`src/rtl/mock_fakeram_folded.sv`:
```
// Flop-based SRAM stand-in: XOR-folded row index, byte-masked writes, self-clearing rows.
// Latency READ_LATENCY cycles to rd_out/rd_valid_out; no backpressure, accesses ignored while busy_out.
module mock_fakeram_folded #(
    parameter int BITS         = 32,
    parameter int WORD_DEPTH   = 256,
    parameter int ADDR_WIDTH   = 8,
    parameter int ROWS_LOG2    = 2,
    parameter int READ_LATENCY = 1,
    parameter int WMASK_EN     = 1
) (
    input  logic                  clk,
    input  logic                  rst_n,
    input  logic                  ce_in,
    input  logic                  we_in,
    input  logic [ADDR_WIDTH-1:0] addr_in,
    input  logic [BITS-1:0]       wd_in,
    input  logic [BITS/8-1:0]     wmask_in,
    input  logic                  clear_req,
    output logic [BITS-1:0]       rd_out,
    output logic                  rd_valid_out,
    output logic                  busy_out
);
    localparam int ROWS  = 1 << ROWS_LOG2;
    localparam int LANES = BITS / 8;

    if (BITS % 8 != 0 || ROWS_LOG2 < 1 || ROWS_LOG2 > ADDR_WIDTH ||
        READ_LATENCY < 1 || READ_LATENCY > 3 || WORD_DEPTH > (1 << ADDR_WIDTH)) begin : g_bad_param
        $error("mock_fakeram_folded: illegal parameter combination");
    end

    typedef enum logic {ST_CLEAR, ST_READY} state_e;

    state_e                 state_q, state_d;
    logic [ROWS_LOG2-1:0]   clr_row_q, clr_row_d;
    logic [BITS-1:0]        mem_q [ROWS];
    logic [ROWS_LOG2-1:0]   idx;
    logic                   acc, wr_acc, rd_acc, flush;
    logic [READ_LATENCY-1:0] vld_q, vld_in;
    logic [BITS-1:0]        dat_q  [READ_LATENCY];
    logic [BITS-1:0]        dat_in [READ_LATENCY];

    // Address bit b lands on row-index bit b mod ROWS_LOG2: same as XOR of zero-extended chunks.
    always_comb begin
        idx = '0;
        for (int b = 0; b < ADDR_WIDTH; b++) begin
            idx[b % ROWS_LOG2] = idx[b % ROWS_LOG2] ^ addr_in[b];
        end
    end

    assign busy_out = (state_q == ST_CLEAR);
    assign acc      = ce_in & ~busy_out;
    assign wr_acc   = acc & we_in;
    assign rd_acc   = acc & ~we_in;
    assign flush    = (state_q == ST_READY) & clear_req;

    always_comb begin
        state_d   = state_q;
        clr_row_d = clr_row_q;
        case (state_q)
            ST_CLEAR: begin
                clr_row_d = clr_row_q + 1'b1;
                if (clr_row_q == ROWS_LOG2'(ROWS - 1)) begin
                    state_d   = ST_READY;
                    clr_row_d = '0;
                end
            end
            default: begin
                if (clear_req) begin
                    state_d   = ST_CLEAR;
                    clr_row_d = '0;
                end
            end
        endcase
    end

    always_ff @(posedge clk or negedge rst_n) begin
        if (!rst_n) begin
            state_q   <= ST_CLEAR;
            clr_row_q <= '0;
        end else begin
            state_q   <= state_d;
            clr_row_q <= clr_row_d;
        end
    end

    // Storage is deliberately unreset; the CLEAR sweep makes contents deterministic.
    always_ff @(posedge clk) begin
        if (busy_out) begin
            mem_q[clr_row_q] <= '0;
        end else if (wr_acc) begin
            for (int i = 0; i < LANES; i++) begin
                if (wmask_in[i] || WMASK_EN == 0) begin
                    mem_q[idx][8*i +: 8] <= wd_in[8*i +: 8];
                end
            end
        end
    end

    always_comb begin
        vld_in    = '0;
        vld_in[0] = rd_acc;
        dat_in[0] = mem_q[idx];
        for (int s = 1; s < READ_LATENCY; s++) begin
            vld_in[s] = vld_q[s-1];
            dat_in[s] = dat_q[s-1];
        end
    end

    // Data stages only load with a valid, so rd_out holds between reads and across a flush.
    always_ff @(posedge clk or negedge rst_n) begin
        if (!rst_n) begin
            vld_q <= '0;
            for (int s = 0; s < READ_LATENCY; s++) begin
                dat_q[s] <= '0;
            end
        end else begin
            for (int s = 0; s < READ_LATENCY; s++) begin
                vld_q[s] <= vld_in[s] & ~flush;
                if (vld_in[s] && !flush) begin
                    dat_q[s] <= dat_in[s];
                end
            end
        end
    end

    assign rd_out       = dat_q[READ_LATENCY-1];
    assign rd_valid_out = vld_q[READ_LATENCY-1];
endmodule

```
`config.mk`:
```
export PLATFORM = sky130hd
export DESIGN_NAME = mock_fakeram_folded
export DESIGN_NICKNAME = d
export VERILOG_FILES = /design/src/rtl/mock_fakeram_folded.sv
export SDC_FILE = /design/constraint.sdc
export NUM_CORES = 1
export LEC_CHECK = 0
export CORE_MARGIN = 1
export CORE_UTILIZATION = 55
export DETAILED_ROUTE_END_ITERATION = 7
export PLACE_DENSITY = 0.76
export SLEW_MARGIN = 20
export SYNTH_ARGS = -nofsm -noshare
export SYNTH_HDL_FRONTEND = slang
export SYNTH_SLANG_ARGS = --single-unit
```
`constraint.sdc`:
```
create_clock -name clk -period 2.09 [get_ports clk]
set_input_delay 0.3135 -clock clk [delete_from_list [all_inputs] [get_ports clk]]
set_output_delay 0.3135 -clock clk [all_outputs]
set_load 0.005 [all_outputs]
```
; ---- Yosys cells after proc, flatten, opt, wreduce, memory -nomap -nowiden
; Memory sizes are Yosys's and may differ from the RTL's. A register that Yosys moved wholly into a read port is not among the register bits.
; Cells that the tools add are included.
[op_classes]
add_sub_neg = 1
eq_ne = 2
n_mux = 26
bitwise_logic = 14
n_reduce_logical = 4
[op_table]
columns = operator, n
row1 = $mux W32, 1
row2 = $reduce_or A32 Y1, 1
row3 = $mux W1, 20
row4 = $mux W2, 4
row5 = $xor A1 B1 Y1, 6
row6 = $and A1 B1 Y1, 5
row7 = $mux W4, 1
row8 = $not A1 Y1, 3
row9 = $add A2 B1 Y2 const B, 1
row10 = $eq A2 B2 Y1 const B, 1
row11 = $logic_not A1 Y1, 2
row12 = $ne A2 B2 Y1 const B, 1
row13 = $logic_and A1 B1 Y1, 1
[word_totals]
regBits = 4
ramBits = 128
inputBits = 49
output_inout_bits = 34
word_cells = 51
memories = 1
[memory_table]
columns = name, depth, width, read_ports, rd_clocked_by_memory_dff, wr, line_no
row1 = mem_q, 4, 32, 1, 1, 1, 35  ; logic [BITS-1:0] mem_q [ROWS];

; ---- Depth between registers and ports, before layout
; Gate-level depths: netlist of the first run.
[logic_depth]
ltp_word = 7
mapped_depth = 6

; ---- Worst setup path after synthesis of the first run
; No wires, ideal clock.
[synth_timing]
kind = input port to flip-flop
start = input port wmask_in[2]
end = memory mem_q[0][0], enable pin
setup_time_ps = 370
arrival_time_ps = 1663
required_ps = 1720
path_slack_ps = 56
path_stages = 5
path_buffers = 1
cell_sequence = or4_1 -> buf_2 -> a211oi_1 -> a31oi_1 -> nor2_1
[synth_via]
elab_chain_len = 6
word_cells_on_any_way = 7
classes_between = mux: 6 / reduce/logical: 1
[synth_lines]
columns = element, line_no
row1 = "start, declared", 17  ; input logic [BITS/8-1:0] wmask_in,
row2 = $mux W1 *, 92  ; if (wmask_in[i] || WMASK_EN == 0) begin
row3 = $mux W1 *, 90  ; end else if (wr_acc) begin
row4 = $mux W1 *, 88  ; if (busy_out) begin
row5 = $mux W1 (implied by the code) *, 93  ; mem_q[idx][8*i +: 8] <= wd_in[8*i +: 8];
row6 = $reduce_or A32 Y1 (no line) *, -
row7 = $mux W2 (no line) or $mux W4 (tied branches), -
row8 = "end, declared", 35
; Mark *: on every way between the ends. The rest lies on a longest branch, timed or not.

; ---- Final worst setup path of the first run
[layout_timing]
start = input port wmask_in[2]
end = memory mem_q[3][15], enable pin
; Same word-level chain as after synthesis.

==> qor_table.md, run 1 <==
| Item | This run | Unit |
|:---|:---|:---|
| Result of the run | complete, but fails checks | - |
| Violated checks | design-rule violations | - |
| Number of buffers added by the clock tree synthesis step | 17 | - |
| Total non-filler cell area in the finished layout | 8370 | µm² |
| Initial antenna violation count | 0 | - |
| First-pass GRT wire length | 21.4 | mm |
| Most common cell in the synthesized netlist | sky130_fd_sc_hd__edfxtp_1 | - |
| Combinational family with the most area after synthesis | multiplexers | - |
| Via density per instance | 5.76 | - |
| Antenna-violating nets left | 0 | - |
| Cell type with the highest aggregate area in the netlist | sky130_fd_sc_hd__edfxtp_1 | - |
| Skew final | 0.00784 | ns |
| Number of distinct library cell variants in the gate-level netlist after synthesis | 31 | - |
| Clk sinks | 164 | - |
| Number of post-CTS setup repair buffers | 0 | - |
| Fraction of synthesized area in multiplexers | 9.77 | % |
| Clock tree from TritonCTS | built | - |
| Syn Nets | 453 | - |
| Post-Synthesis Cell Area | 6560 | µm² |
| Quantity of I/O buffers inserted on ports | 82 | - |
| Tightest Pin Transition | 0.644 | ns |
| X dimension of the die | 111 | µm |
| Iteration-0 DRC Markers | 269 | - |
| Worst-case setup margin in the final layout | 0.0211 | ns |
| FMAX | 483 | MHz |
| Antenna cells | 0 | - |
| Number of buffers and inverters on the critical path | 1 | - |
| Synthesis-to-layout area growth | 27.6 | % |
| Worst reg-to-reg path cell count | 4 | - |
| Pin count of the biggest net entering global routing | 37 | - |
| Router iterations before antenna repair | 7 | - |
| Delay-heaviest family, CP | simple AND/OR/NAND/NOR gates | - |
| Fraction of final layout cells with drive strength greater than 1 | 16.7 | % |
| Vertical extent of the die | 111 | µm |
| All-layer global routing usage | 23.6 | % |
| Worst VDD drop | 0.728 | mV |
| HPWL after detailed placement | 9.02 | mm |
| Mapped Cells | 403 | - |
| Capturing point of the worst reg2reg path | mem_q[1][6] | - |
| Clock latency reported for the late side of the worst-skew pair | 0.42 | ns |
| Crit path max-delay cell type | sky130_fd_sc_hd__or4_4 | - |
| Area share of xor/xnor cells in the synthesized design | 1.41 | % |
| Post-detailed-route wirelength per cell | 20.0 | µm |
| Register-to-register setup slack | 0.13 | ns |
| Share of synthesized cell area in full adder, half adder and majority cells | 0.191 | % |
| Yosys top cell area share | 58.6 | % |
| Final Net Count | 571 | - |
| Number of hold violations in the final report | 0 | - |
| Type of the setup path with the least slack | in -> reg | - |
| Yosys warnings | 0 | - |
| Final max-slew violation count | 0 | - |
| Synth top cells by count | sky130_fd_sc_hd__edfxtp_1, sky130_fd_sc_hd__mux2i_1, sky130_fd_sc_hd__nand2_1 | - |
| CP cell instances | clkdlybuf4s50_1 -> or4_4 -> a21oi_1 -> a31oi_2 -> nor2_2 | - |
| Path class of the lowest-slack min-delay path | in -> async | - |
| Floorplan core area | 11500 | µm² |
| Leading register cell type out of synthesis | sky130_fd_sc_hd__edfxtp_1 | - |
| Total Routed Length | 13.6 | mm |
| CTS Buffer Depth | 2 | - |
| Vias after detailed routing | 3897 | - |
| Final critical-path share of the clock period | 99.0 | % |
| Register bit total from synthesis | 164 | - |
| H-tree depth | 4 | - |
| Placed standard-cell area | 7690 | µm² |
| Slew HR | 57.1 | % |
| Pleak | 3.35 | nW |
| Post-layout min period | 2.07 | ns |
| Power per Cell Area | 1400 | nW/µm² |
| Worst EP required | 2.17 | ns |
| Number of DRC violations after detailed routing | 10 | - |
| Final count of negative-setup-slack endpoints | 0 | - |
| Die ar. | 12400 | µm² |
| Setup repair after global routing missed its margin | true | - |
| Root Driver | sky130_fd_sc_hd__clkbuf_16 | - |
| Starting density of the core | 57.0 | % |
| Clk pin slew, worst setup/hold paths | 0.06 | ns |
| Post-Syn Area per Cell | 16.3 | µm² |
| Post-Place Worst Slack | -0.633 | ns |
| Worst Setup Start Kind | primary input | - |
| Type of element capturing the critical path | flip-flop | - |
| Maximum fanout along the worst path | 8 | - |
| Top cells by area in the synthesized netlist | sky130_fd_sc_hd__edfxtp_1, sky130_fd_sc_hd__dfrtp_1, sky130_fd_sc_hd__mux2i_1 | - |
| FFs w/ async S/R, synth | 22.0 | % |
| Final-layout worst hold slack | 0.388 | ns |
| WP data arrival | 2.15 | ns |
| Max-Cap Viols | 0 | - |
| Grt ovf | 0 | - |
| Fraction of the mapped netlist area in simple logic gates | 6.89 | % |
| Vias in the first global route | 3915 | - |
| Number of ports placed on the die boundary | 83 | - |
| Compound-Gate Fraction of Synth Area | 6.30 | % |
| Launch point of the worst reg-to-reg path | state_q | - |
| Post-synth EDFFs | 128 | - |
| Routability congestion estimate | 0.773 | - |
| Sequential share of the synthesized area | 72.3 | % |
| Site Rows | 39 | - |
| Crit path largest cell delay | 0.60 | ns |
layout make-up:
| class | instances | area [µm²] |
|---|---|---|
| Multi-Input combinational cell | 213 | 1660 |
| Inverter | 2 | 7.51 |
| Fill cell | 717 | 3150 |
| Timing Repair Buffer | 123 | 1150 |
| Clock inverter | 9 | 154 |
| Clock buffer | 23 | 468 |
| Tap cell | 143 | 179 |
| Sequential cell | 164 | 4740 |
flip-flops by register name, indices dropped and copies added (netlist names):
signal and count:
clr_row_q 2, mem_q 128, rd_out 32, rd_valid_out 1, state_q 1
metrics by stage:
stage	setup TNS [ns]	utilization, %	cells	power [mW]
after floorplan	0	-	403	6.93
after global routing	-1.77	72.7	677	12.2
final	0	72.7	677	11.7
after detailed placement	-82.12	66.8	644	8.46
after CTS	-0.738	72.6	677	11.8
after global placement	-70.42	66.8	644	8.32
power by group:
group | switching (mW) | leakage, nW | internal (mW)
Clock | 1.18 | 0.287 | 2.06
Combinational | 1.57 | 1.40 | 1.51
Sequential | 0.456 | 1.66 | 4.96
kinds of logic (layout without fill, tap and decap cells):
kind of cell	count (synthesis)	in the layout
AO/OA/AOI/OAI	47	47
XOR/XNOR	8	8
adder cells (fa/ha/maj)	1	1
buffers and inverters	26	157
flip-flops	164	164
multiplexers	64	64
AND/OR/NAND/NOR	93	93
layout by cell type (no fill, tap or decap), types with 8 or more instances in the layout:
cell type,instances
sky130_fd_sc_hd__nor2_1,8
sky130_fd_sc_hd__nand2_1,37
sky130_fd_sc_hd__clkbuf_16,17
sky130_fd_sc_hd__buf_4,38
sky130_fd_sc_hd__and3_1,33
sky130_fd_sc_hd__edfxtp_1,128
sky130_fd_sc_hd__o221ai_1,25
sky130_fd_sc_hd__clkdlybuf4s50_1,81
sky130_fd_sc_hd__mux2i_1,64
sky130_fd_sc_hd__dfrtp_1,36
worst min-delay path: cells and delay by family:
family	cells	cell delay, ns
buffers and inverters	3	0.87
timing repair:
item | in CTS | in global routing
endpoints found under the hold margin | 36 | 0
pin swaps | 0 | 0
gates resized for setup | 9 | 3
setup endpoints to repair | 86 | 53
hold buffers | 1 | 0
how the worst max path moves through the flow:
stage | startpoint | slack (ns) | end | cells after the start
after floorplan | wmask_in[2] | 0.06 | mem_q[0][0] | 5
after global placement | wmask_in[2] | -0.54 | mem_q[1][5] | 5
after detailed placement | wmask_in[2] | -0.63 | mem_q[1][11] | 5
after CTS | wmask_in[2] | -0.05 | mem_q[3][25] | 5
after global routing | wmask_in[2] | -0.06 | mem_q[3][11] | 5
final | wmask_in[2] | 0.02 | mem_q[3][15] | 5
routing by layer:
| metal | vias to the layer above | global-route usage (%) | part of all wire [%] |
|---|---|---|---|
| li1 | 1790 | - | - |
| met1 | 1927 | 33.1 | 44 |
| met2 | 163 | 36.0 | 47 |
| met3 | 17 | 5.52 | 7.5 |
| met4 | 0 | 8.92 | 1.6 |
| met5 | - | 0 | 0 |
Power figures use the tool's default switching activity.
==> run 2, diff against run 1 <==
--- a/config.mk
+++ b/config.mk
@@ -5,9 +5,12 @@
 export SDC_FILE = /design/constraint.sdc
 export NUM_CORES = 1
 export LEC_CHECK = 0
+export CORE_ASPECT_RATIO = 0.9
 export CORE_MARGIN = 1
 export CORE_UTILIZATION = 55
 export DETAILED_ROUTE_END_ITERATION = 7
+export GPL_ROUTABILITY_DRIVEN = 0
+export MAX_ROUTING_LAYER = met4
 export PLACE_DENSITY = 0.76
 export SLEW_MARGIN = 20
 export SYNTH_ARGS = -nofsm -noshare
==> run 2 against run 1 <==
Compared with the run above: the run ends with negative setup slack left; first-iteration DRC count rose by 9.3%; hold slack improved by 0.093 ns; via count up 3.2%.
==> qor_table.md, run 2 (same netlist as run 1, synthesis figures left out) <==
| Item | This run | Unit | Change |
|:---|:---|:---|:---|
| Antenna-violating nets left | 0 | - | unchanged |
| Most common cell after layout, fill and taps aside | sky130_fd_sc_hd__edfxtp_1 | - | unchanged |
| Type of the setup path with the least slack | in -> reg | - | unchanged |
| Vias in the first global route | 4075 | - | was 3915 |
| Total Routed Length | 14.3 | mm | was 13.6 mm |
| Worst EP required | 2.22 | ns | was 2.17 ns |
| Slew HR | 52.6 | % | was 57.1% |
| Maximum fanout along the worst path | 13 | - | was 8 |
| Number of buffers added by the clock tree synthesis step | 17 | - | unchanged |
| Final Net Count | 572 | - | was 571 |
| Violated checks | negative setup slack | - | was design-rule violations |
| Filler cell count in the final layout | 671 | - | was 717 |
| Synthesis-to-layout area growth | 29.7 | % | was 27.6% |
| First-pass GRT wire length | 22.0 | mm | was 21.4 mm |
| Pin count of the biggest net entering global routing | 37 | - | unchanged |
| Path class of the lowest-slack min-delay path | in -> reg | - | was in -> async |
| Clock latency reported for the late side of the worst-skew pair | 0.42 | ns | about the same |
| Power per Cell Area | 1380 | nW/µm² | was 1400 nW/µm² |
| FMAX | 476 | MHz | was 483 MHz |
| Number of DRC violations after detailed routing | 0 | - | was 10 |
| Iteration-0 DRC Markers | 294 | - | was 269 |
| Quantity of I/O buffers inserted on ports | 82 | - | unchanged |
| Result of the run | complete, but fails checks | - | unchanged |
| Post-Place Worst Slack | -0.703 | ns | was -0.633 ns |
| Post-layout min period | 2.10 | ns | was 2.07 ns |
| Number of hold violations in the final report | 0 | - | unchanged |
| Setup repair after global routing missed its margin | true | - | unchanged |
| Fraction of final layout cells with drive strength greater than 1 | 18.9 | % | was 16.7% |
| Pleak | 3.39 | nW | was 3.35 nW |
| X dimension of the die | 117 | µm | was 111 µm |
| Antenna cells | 0 | - | unchanged |
| Part of the power in the clock network | 26.5 | % | was 27.6% |
| Clk sinks | 164 | - | unchanged |
| Router iterations before antenna repair | 5 | - | was 7 |
| Starting density of the core | 56.9 | % | was 57.0% |
| Final max-slew violation count | 0 | - | unchanged |
| Initial antenna violation count | 0 | - | unchanged |
| Number of flip-flops in the largest register | 128 | - | unchanged |
| Internal power | 8.30 | mW | was 8.53 mW |
| HPWL after detailed placement | 9.00 | mm | was 9.02 mm |
| Post-detailed-route wirelength per cell | 20.7 | µm | was 20.0 µm |
| Register-to-register setup slack | 0.21 | ns | was 0.13 ns |
| All-layer global routing usage | 25.5 | % | was 23.6% |
| Top reg by flops | mem_q | - | unchanged |
| Grt ovf | 0 | - | unchanged |
| WP data arrival | 2.23 | ns | was 2.15 ns |
| Type of element capturing the critical path | flip-flop | - | unchanged |
| Die ar. | 12400 | µm² | about the same |
| Site Rows | 37 | - | was 39 |
| Vias after detailed routing | 4022 | - | was 3897 |
| Sequential share of power | 46.0 | % | was 46.1% |
| Via density per instance | 5.82 | - | was 5.76 |
| Switching portion of total power | 29.4 | % | was 27.4% |
| Final core utilization | 73.8 | % | was 72.7% |
| Final count of negative-setup-slack endpoints | 14 | - | was 0 |
| Number of ports placed on the die boundary | 83 | - | unchanged |
| CTS Buffer Depth | 2 | - | unchanged |
| Worst-case setup margin in the final layout | -0.0114 | ns | was 0.0211 ns |
| Leading cell types in the layout, fill and taps excluded | sky130_fd_sc_hd__edfxtp_1, sky130_fd_sc_hd__clkdlybuf4s50_1, sky130_fd_sc_hd__mux2i_1, sky130_fd_sc_hd__nand2_1, sky130_fd_sc_hd__dfrtp_1 | - | was sky130_fd_sc_hd__edfxtp_1, sky130_fd_sc_hd__clkdlybuf4s50_1, sky130_fd_sc_hd__mux2i_1, sky130_fd_sc_hd__buf_4, sky130_fd_sc_hd__nand2_1 |
| Vertical extent of the die | 106 | µm | was 111 µm |
| H-tree depth | 4 | - | unchanged |
| Final critical-path share of the clock period | 101 | % | was 99.0% |
| Tightest Pin Transition | 0.711 | ns | was 0.644 ns |
| Power dissipated by switching net loads | 3.46 | mW | was 3.21 mW |
| Clk pin slew, worst setup/hold paths | 0.06 | ns | about the same |
| Floorplan core area | 11500 | µm² | about the same |
| Worst Setup Start Kind | primary input | - | unchanged |
| Skew final | 0.0106 | ns | was 0.00784 ns |
| Root Driver | sky130_fd_sc_hd__clkbuf_16 | - | unchanged |
| Clock tree from TritonCTS | built | - | unchanged |
| Max-Cap Viols | 0 | - | unchanged |
| Worst VDD drop | 0.849 | mV | was 0.728 mV |
| Share of total power in combinational logic | 27.4 | % | was 26.3% |
[run 2: changes by cell type in the layout (fill, tap and decap cells not counted), sizes merged]
cell | before | now
inv | 2 | 10
clkbuf | 23 | 18
bufinv | 4 | 2
clkinv | 1 | 3
clkinvlp | 4 | 2
[run 2: metal layers]
layer | share of wire (%) | wire [µm] | GRT usage [%] | vias to the layer above
li1 | - | - | - | 1794
met5 | 0 | 0 | - | -
met1 | 42 | 5950 | 34.6 | 2026
met4 | 2.0 | 281 | 9.13 | 0
met2 | 50 | 7180 | 38.9 | 170
met3 | 6.0 | 863 | 4.83 | 32
[run 2: repair_timing]
| item | 4_1_cts | 5_1_grt |
|---|---|---|
| gates resized for setup | 16 | 20 |
| pin swaps | 1 | 1 |
| hold buffers | 1 | 0 |
| endpoints found under the hold margin | 36 | 0 |
| setup endpoints to repair | 128 | 115 |
| cloned | 0 | 1 |
| setup buffers | 1 | 3 |
[run 2: final timing paths]
check                             from           end  cells past startpoint
setup / recovery           wmask_in[2]  mem_q[2][27]                      7
hold reg to reg              rd_out[4]     rd_out[4]                      2
hold / removal               clear_req  clr_row_q[1]                      2
setup reg to reg               state_q  mem_q[3][14]                      6
min in group asynchronous        rst_n    rd_out[23]                      3
max in group asynchronous        rst_n  clr_row_q[1]                      3
[run 2: area by class of cell]
| cell class | count | area [µm²] | share of cell area, % |
|---|---|---|---|
| Clock buffer | 17 | 425 | 5.00 |
| Clock inverter | 15 | 166 | 1.96 |
| Inverter | 2 | 7.51 | 0.0883 |
| Multi-Input combinational cell | 213 | 1750 | 20.6 |
| Sequential cell | 164 | 4740 | 55.8 |
| Tap cell | 156 | 195 | 2.30 |
| Timing Repair Buffer | 124 | 1210 | 14.3 |
[run 2: power by group through the flow]
stage | Sequential [mW] | Clock [mW] | Combinational [mW]
final | 5.41 | 3.12 | 3.22
after detailed placement | 5.47 | 0 | 2.96
after CTS | 5.41 | 3.14 | 3.08
after global placement | 5.40 | 0 | 2.88
after floorplan | 5.37 | 0 | 1.56
after global routing | 5.53 | 3.27 | 3.52
[run 2: through the flow]
| step | area [µm²] | std cells | setup TNS (ns) | hold slack [ns] | power [mW] |
|---|---|---|---|---|---|
| global placement | 7680 | 653 | -80.93 | 0.409 | 8.29 |
| finish | 8500 | 691 | -0.120 | 0.481 | 11.8 |
| detailed placement | 7680 | 653 | -96.59 | 0.413 | 8.43 |
| global route | 8500 | 691 | -2.90 | 0.485 | 12.3 |
| CTS | 8350 | 687 | -0.832 | 0.473 | 11.6 |
| floorplan | 6560 | 403 | 0 | 0.0179 | 6.93 |
[run 2: worst max-delay path: stages]
cell and delay, ns:
sky130_fd_sc_hd__clkdlybuf4s50_1 0.42, sky130_fd_sc_hd__or4_4 0.62, sky130_fd_sc_hd__buf_4 0.23, sky130_fd_sc_hd__a21oi_2 0.20
sky130_fd_sc_hd__a31oi_4 0.08, sky130_fd_sc_hd__nor2_1 0.15, sky130_fd_sc_hd__buf_4 0.20
